`config.mk`:
```
export PLATFORM = sky130hd
export DESIGN_NAME = irq_priority_encoder_flat
export DESIGN_NICKNAME = d
export VERILOG_FILES = /design/src/rtl/irq_priority_encoder_if.sv /design/src/rtl/irq_priority_encoder.sv /design/src/flat_wrapper.sv
export SDC_FILE = /design/constraint.sdc
export NUM_CORES = 1
export LEC_CHECK = 0
export CAP_MARGIN = 20
export CORE_AREA = 2 2 53 55
export CTS_BUF_LIST = sky130_fd_sc_hd__clkbuf_4
export DETAILED_ROUTE_END_ITERATION = 6
export DIE_AREA = 0 0 55 57
export GPL_TIMING_DRIVEN = 1
export MAX_ROUTING_LAYER = met4
export PLACE_DENSITY_LB_ADDON = 0.15
export SYNTH_ARGS = -nofsm -noshare
export SYNTH_HDL_FRONTEND = slang
export SYNTH_SLANG_ARGS = --single-unit
```
`constraint.sdc`:
```
create_clock -name clk -period 1.4 [get_ports clk]
set_input_delay 0.28 -clock clk [delete_from_list [all_inputs] [get_ports clk]]
set_output_delay 0.28 -clock clk [all_outputs]
set_load 0.01 [all_outputs]
```
`src/rtl/irq_priority_encoder_if.sv`:
```
// Request/mask inputs and code/valid/ack handshake of the IRQ priority encoder.
// The master side drives requests and acks; the slave side presents codes.
interface irq_priority_encoder_if #(
   parameter int N = 8,
   parameter int W = 3
);

   logic [N-1:0] req;
   logic [N-1:0] mask;
   logic         ack;
   logic         ovr_clr;
   logic [W-1:0] code;
   logic         valid;
   logic [N-1:0] pending;
   logic [N-1:0] overrun;

   modport master (
      output req,
      output mask,
      output ack,
      output ovr_clr,
      input  code,
      input  valid,
      input  pending,
      input  overrun
   );

   modport slave (
      input  req,
      input  mask,
      input  ack,
      input  ovr_clr,
      output code,
      output valid,
      output pending,
      output overrun
   );

endinterface

```
`src/rtl/irq_priority_encoder.sv`:
```
// Sequential 8-to-3 priority encoder: latches request pulses into a pending register and
// presents the highest unmasked pending index through a valid/ack handshake, one at a time.
module irq_priority_encoder #(
   parameter int N = 8,
   parameter int W = 3
) (
   input logic                  clk,
   input logic                  rst,
   irq_priority_encoder_if.slave bus
);

   typedef enum logic {
      IDLE,
      PRESENT
   } state_t;

   state_t       state_q;
   state_t       state_d;
   logic [W-1:0] code_q;
   logic [W-1:0] code_d;
   logic [N-1:0] pending_q;
   logic [N-1:0] pending_d;
   logic [N-1:0] overrun_q;
   logic [N-1:0] overrun_d;

   logic         fire;
   logic [N-1:0] clrVec;
   logic [N-1:0] ovrEvent;
   logic [N-1:0] candVec;

   // Highest set bit wins; a later (higher) index overwrites a lower one.
   function automatic logic [W-1:0] msbIndex(input logic [N-1:0] v);
      logic [W-1:0] idx;
      idx = '0;
      for (int i = 0; i < N; i++) begin
         if (v[i]) begin
            idx = i[W-1:0];
         end
      end
      return idx;
   endfunction

   always_comb begin
      fire      = (state_q == PRESENT) && bus.ack;
      clrVec    = '0;
      if (fire) begin
         clrVec[code_q] = 1'b1;
      end

      pending_d = (pending_q & ~clrVec) | bus.req;
      ovrEvent  = bus.req & pending_q & ~clrVec;
      overrun_d = bus.ovr_clr ? ovrEvent : (overrun_q | ovrEvent);

      // Selection works from the registered pending bits, so a request takes two edges to reach valid.
      candVec   = pending_q & ~bus.mask;
   end

   always_comb begin
      state_d = state_q;
      code_d  = code_q;
      unique case (state_q)
         IDLE: begin
            if (candVec != '0) begin
               state_d = PRESENT;
               code_d  = msbIndex(candVec);
            end
         end
         PRESENT: begin
            if (bus.ack) begin
               state_d = IDLE;
            end
         end
         default: begin
            state_d = IDLE;
         end
      endcase
   end

   always_ff @(posedge clk) begin
      if (rst) begin
         state_q   <= IDLE;
         code_q    <= '0;
         pending_q <= '0;
         overrun_q <= '0;
      end else begin
         state_q   <= state_d;
         code_q    <= code_d;
         pending_q <= pending_d;
         overrun_q <= overrun_d;
      end
   end

   assign bus.code    = code_q;
   assign bus.valid   = (state_q == PRESENT);
   assign bus.pending = pending_q;
   assign bus.overrun = overrun_q;

endmodule

```
`src/flat_wrapper.sv`:
```
// flat-port wrapper written by rule: the top's interface ports become plain ports
module irq_priority_encoder_flat 
#(
   parameter int N = 8,
   parameter int W = 3
)
  (clk, rst, bus_req, bus_mask, bus_ack, bus_ovr_clr, bus_code, bus_valid, bus_pending, bus_overrun);
  irq_priority_encoder_if #(.N(N), .W(W)) bus_i ();
  input logic clk;
  input logic rst;
  input wire logic [$bits(bus_i.req)-1:0] bus_req;
  input wire logic [$bits(bus_i.mask)-1:0] bus_mask;
  input wire logic [$bits(bus_i.ack)-1:0] bus_ack;
  input wire logic [$bits(bus_i.ovr_clr)-1:0] bus_ovr_clr;
  output wire logic [$bits(bus_i.code)-1:0] bus_code;
  output wire logic [$bits(bus_i.valid)-1:0] bus_valid;
  output wire logic [$bits(bus_i.pending)-1:0] bus_pending;
  output wire logic [$bits(bus_i.overrun)-1:0] bus_overrun;
  assign bus_i.req = bus_req;
  assign bus_i.mask = bus_mask;
  assign bus_i.ack = bus_ack;
  assign bus_i.ovr_clr = bus_ovr_clr;
  assign bus_code = bus_i.code;
  assign bus_valid = bus_i.valid;
  assign bus_pending = bus_i.pending;
  assign bus_overrun = bus_i.overrun;
  irq_priority_encoder #(.N(N), .W(W)) u_core (.clk(clk), .rst(rst), .bus(bus_i));
endmodule
```
Word-level counts from Yosys, hierarchy flattened
Index checks and enable logic that the tools add are counted.

storage, ports and cells
  register bits after elaboration = 20
  input port bits = 20
  output and inout port bits = 20
  logic and storage cells = 33

operators by class
  $lt $le $gt $ge = 2
  mux-type cells = 14
  bitwise logic cells = 9
  reductions and logical operators = 4

operator list
  cell                  number
  $and A8 B8 Y8         4
  $mux W8               2
  $not A8 Y8            2
  $or A8 B8 Y8          2
  $mux W3               4
  $reduce_bool A8 Y1    1
  $lt A3 B4 Y1 const B  1
  $mux W1               4
  $mux W2               2
  $demux W1 S3          1
  $ge A3 B1 Y1 const B  1
  $logic_and A1 B1 Y1   2
  $pmux W1 S2           1
  $reduce_and A2 Y1     1
  $not A1 Y1            1

Longest topological paths before layout
  word-level depth = 9
  gate-level depth with buffers = 5
  mapped depth without buffers = 4

Worst setup path after synthesis
Ideal clock, no wire load.

  path kind = flip-flop to flip-flop
  from = reg u_core.pending_q[5], in the netlist u_core.bus.pending[5]
  to = reg u_core.code_q[1], in the netlist u_core.bus.code[1]
  library setup time = 0.121 ns
  arrival time = 1.227 ns
  setup slack = 0.051 ns
  cell stages (with the launch flop) = 5
  cell sequence = dfxtp_1 -> or2b_1 -> and4_4 -> a21oi_2 -> mux2_4

on the way
  cells in the longest elaborated chain, start to end = 4

RTL lines
  what                      RTL line                    source
  start: declaration        irq_priority_encoder.sv:21  logic [N-1:0] pending_q;
  start signal: assignment  irq_priority_encoder.sv:88  pending_q <= pending_d;
  $and A8 B8 Y8 *           irq_priority_encoder.sv:55  candVec = pending_q & ~bus.mask;
  $mux W3 (3 in series)     irq_priority_encoder.sv:36  if (v[i]) begin
  end signal: assignment    irq_priority_encoder.sv:87  code_q <= code_d;
  end: declaration          irq_priority_encoder.sv:19  logic [W-1:0] code_q;

Every way passes the cells marked *; elsewhere a longest branch is shown, timed or not.
A chain may end at the register's enable or synchronous reset.

Final worst setup path
  from = in bus_mask[2]
  to = reg u_core.code_q[1], in the netlist u_core.bus.code[1]

on the way
  cells in the longest elaborated chain, start to end = 8

RTL lines
  what                   RTL line                    source
  start: declaration     flat_wrapper.sv:12          input wire logic [$bits(bus_i.mask)-1:0] bus_mask;
  $not A8 Y8 *           irq_priority_encoder.sv:55
  $and A8 B8 Y8 *        irq_priority_encoder.sv:55
  $mux W2 (2 in series)  irq_priority_encoder.sv:36
  $mux W3 (4 in series)  irq_priority_encoder.sv:36

Marks and branches as above.

==> impl_metrics.json <==
{
  "synth_ff_type": "dfxtp_1",
  "port_buffers": 39,
  "hold_violations": 0,
  "maxCapViolations": 0,
  "hold_ws_ps": 474,
  "stdcell_area_sq_mm": 0.00147,
  "synthArstFlopShare": 0,
  "worst_pin_slew_ps": 287,
  "p_total_mw": 1.26,
  "crit_type": "in2reg",
  "grt_max_degree": 11,
  "yosysMostFrequentCell": "dfxtp_1",
  "pre_cts_ws_ps": -275,
  "cp.required_ps": 1590,
  "hold_class": "reg2reg",
  "syn_nets": 126,
  "clk_latency_ps": 300,
  "ios": 40,
  "ctsRootBufferMaster": "clkbuf_4",
  "die_w_microns": 55,
  "grt_usage": 0.172,
  "cts_buffers": 3,
  "period_minus_slack_ps": 1370,
  "yosysSeqAreaShare": 0.438,
  "cts_hold_buf": 0,
  "synth.largest_area_cell": "dfxtp_1",
  "place_area_sq_mm": 0.00146,
  "rows": 19,
  "setup.worst_path.end_class": "register",
  "firstDrtPassIters": 2,
  "final_cells": 194,
  "finalCritPeriodShare": 0.975,
  "cts.sinks": 20,
  "fin_ws_ps": 34.7,
  "overflow": 0,
  "grt_pass1_vias": 944,
  "cts_tree": "done",
  "routed-wl-met3_microns": 161,
  "wl_met1_microns": 1040,
  "yosys_warnings": 0,
  "die_area_sq_mm": 0.00314,
  "yosysUniqueCellTypes": 29,
  "total_leakage_power_nw": 0.653,
  "critical_path_arrival_ps": 1560,
  "placeableCoreArea_sq_mm": 0.00262,
  "wl_per_cell_microns": 11.9,
  "wl_microns": 2320,
  "htreeDepth": 1,
  "finalNetCount": 185,
  "clock_skew_ps": 5.81,
  "synth-seq-cells": 20,
  "synth_commonest_cells": "dfxtp_1 (20), a21oi_1 (17), nand2b_1 (16)",
  "setup_viol": 0,
  "status": "finished clean",
  "avgSynthCellArea_sq_um": 8.62,
  "maxSlewViolCount": 0,
  "relSlewSlack": 0.808,
  "vias_per_cell": 4.73,
  "antenna_found_initial": 0,
  "power_density_mw_per_mm2": 857,
  "start_util": 0.349,
  "gp_congestion": 0.750,
  "drive_gt1_frac": 0.227,
  "crit_fanout": 3,
  "synth_edf_count": 0,
  "highest-signal-layer": "met4",
  "dpl.cell_count": 191,
  "ir_drop_uv": 773,
  "final_antenna_net_count": 0,
  "fill_cells": 264,
  "final_util": 0.562,
  "synth_top_area_share": 0.438,
  "drt_iter0_drc": 8,
  "die_h_microns": 57,
  "syn-cell-area_sq_um": 913,
  "clock.fmax_mhz": 732,
  "rsz0062_at_grt": "false",
  "dpl.hpwl_microns": 1850,
  "area_delta_synth_final_pct": 61.0,
  "wl_met2_microns": 1110,
  "synthTopCellsByArea": "dfxtp_1 (44%), nand2b_1 (11%), a21oi_1 (9.3%)",
  "drc": 0,
  "clk_path_buf_depth": 2,
  "syn-instance-count": 106,
  "num_antenna_cells": 0,
  "via_count": 917,
  "startpoint_type": "input pin",
  "grt_pass1_wl_microns": 3880,
  "clkSlewWorstSetupHoldPaths_ps": 100,
  "tns_ps": 0,
  "postCtsSetupRepairBufs": 0
}
-- logic make-up (layout without fill, tap and decap cells) --
| kind of cell | Yosys count | after routing | synth area share |
|---|---|---|---|
| AOI/OAI and AO/OA | 34 | 34 | 0.211 |
| buffers and inverters | 10 | 67 | 0.0466 |
| and+or+nand+nor | 41 | 41 | 0.288 |
| muxes | 1 | 1 | 0.0164 |
| DFF | 20 | 20 | 0.438 |
-- final timing paths --
path                                            start               endpoint  slack, ps  cells after the start
worst max register to register  u_core.bus.pending[5]     u_core.bus.code[1]         90                      4
worst min-delay path            u_core.bus.overrun[0]  u_core.bus.overrun[0]        470                      2
worst min register to register  u_core.bus.overrun[0]  u_core.bus.overrun[0]        470                      2
worst max-delay path                      bus_mask[2]     u_core.bus.code[1]         30                      5
-- where the power goes --
part           switching (mW)  internal (mW)
clock                   0.166          0.100
sequential             0.0388          0.615
combinational           0.135          0.204
-- state kept, by name, indices dropped and copies added, names as in the netlist --
name,cells
u_core.bus.code,3
u_core.bus.overrun,8
u_core.bus.pending,8
u_core.bus.valid,1
-- final cells by class --
type | count | area [sq um] | area share
Clock buffer | 3 | 22.5 | 0.0153
Inverter | 7 | 26.3 | 0.0179
Sequential cell | 20 | 408 | 0.277
Multi-Input combinational cell | 76 | 474 | 0.323
Timing Repair Buffer | 57 | 500 | 0.340
Tap cell | 31 | 38.8 | 0.0264
-- placed cells by master (no fill, tap or decap) --
| cell type | count |
|---|---|
| a211o_1 | 1 |
| a21oi_1 | 16 |
| a21oi_2 | 2 |
| a31oi_1 | 2 |
| a41oi_1 | 1 |
| and3_1 | 1 |
| and4_4 | 1 |
| and4b_4 | 1 |
| buf_4 | 18 |
| clkbuf_4 | 3 |
| clkdlybuf4s50_1 | 19 |
| dfxtp_1 | 16 |
| dfxtp_2 | 3 |
| dfxtp_4 | 1 |
| dlygate4sd2_1 | 20 |
| inv_1 | 7 |
| mux2_4 | 1 |
| nand2_1 | 3 |
| nand2b_1 | 16 |
| nand3_1 | 3 |
| nand3b_1 | 1 |
| nor2_1 | 2 |
| nor2b_1 | 3 |
| nor2b_4 | 1 |
| o211ai_1 | 1 |
| o21a_1 | 1 |
| o21ai_0 | 5 |
| o21ai_1 | 4 |
| o32ai_1 | 1 |
| or2_2 | 6 |
| or2b_1 | 1 |
| or3_1 | 2 |
-- routing by layer --
metal | track usage | up-vias
met2 | 0.276 | 27
met4 | 0.0348 | 0
met1 | 0.208 | 408
met3 | 0.0602 | 2
li1 | - | 480
met5 | - | -
-- what timing repair did --
action	4_1_cts	5_1_grt
pin swaps	0	1
endpoints found under the hold margin	0	0
cloned	0	0
setup endpoints to repair	20	4
gates resized for setup	25	4
-- critical path, stage by stage --
cell	delay, ps
clkdlybuf4s50_1	450
nor2b_4	130
and4b_4	220
a21oi_2	170
mux2_4	310
Power figures use the tool's default switching activity.
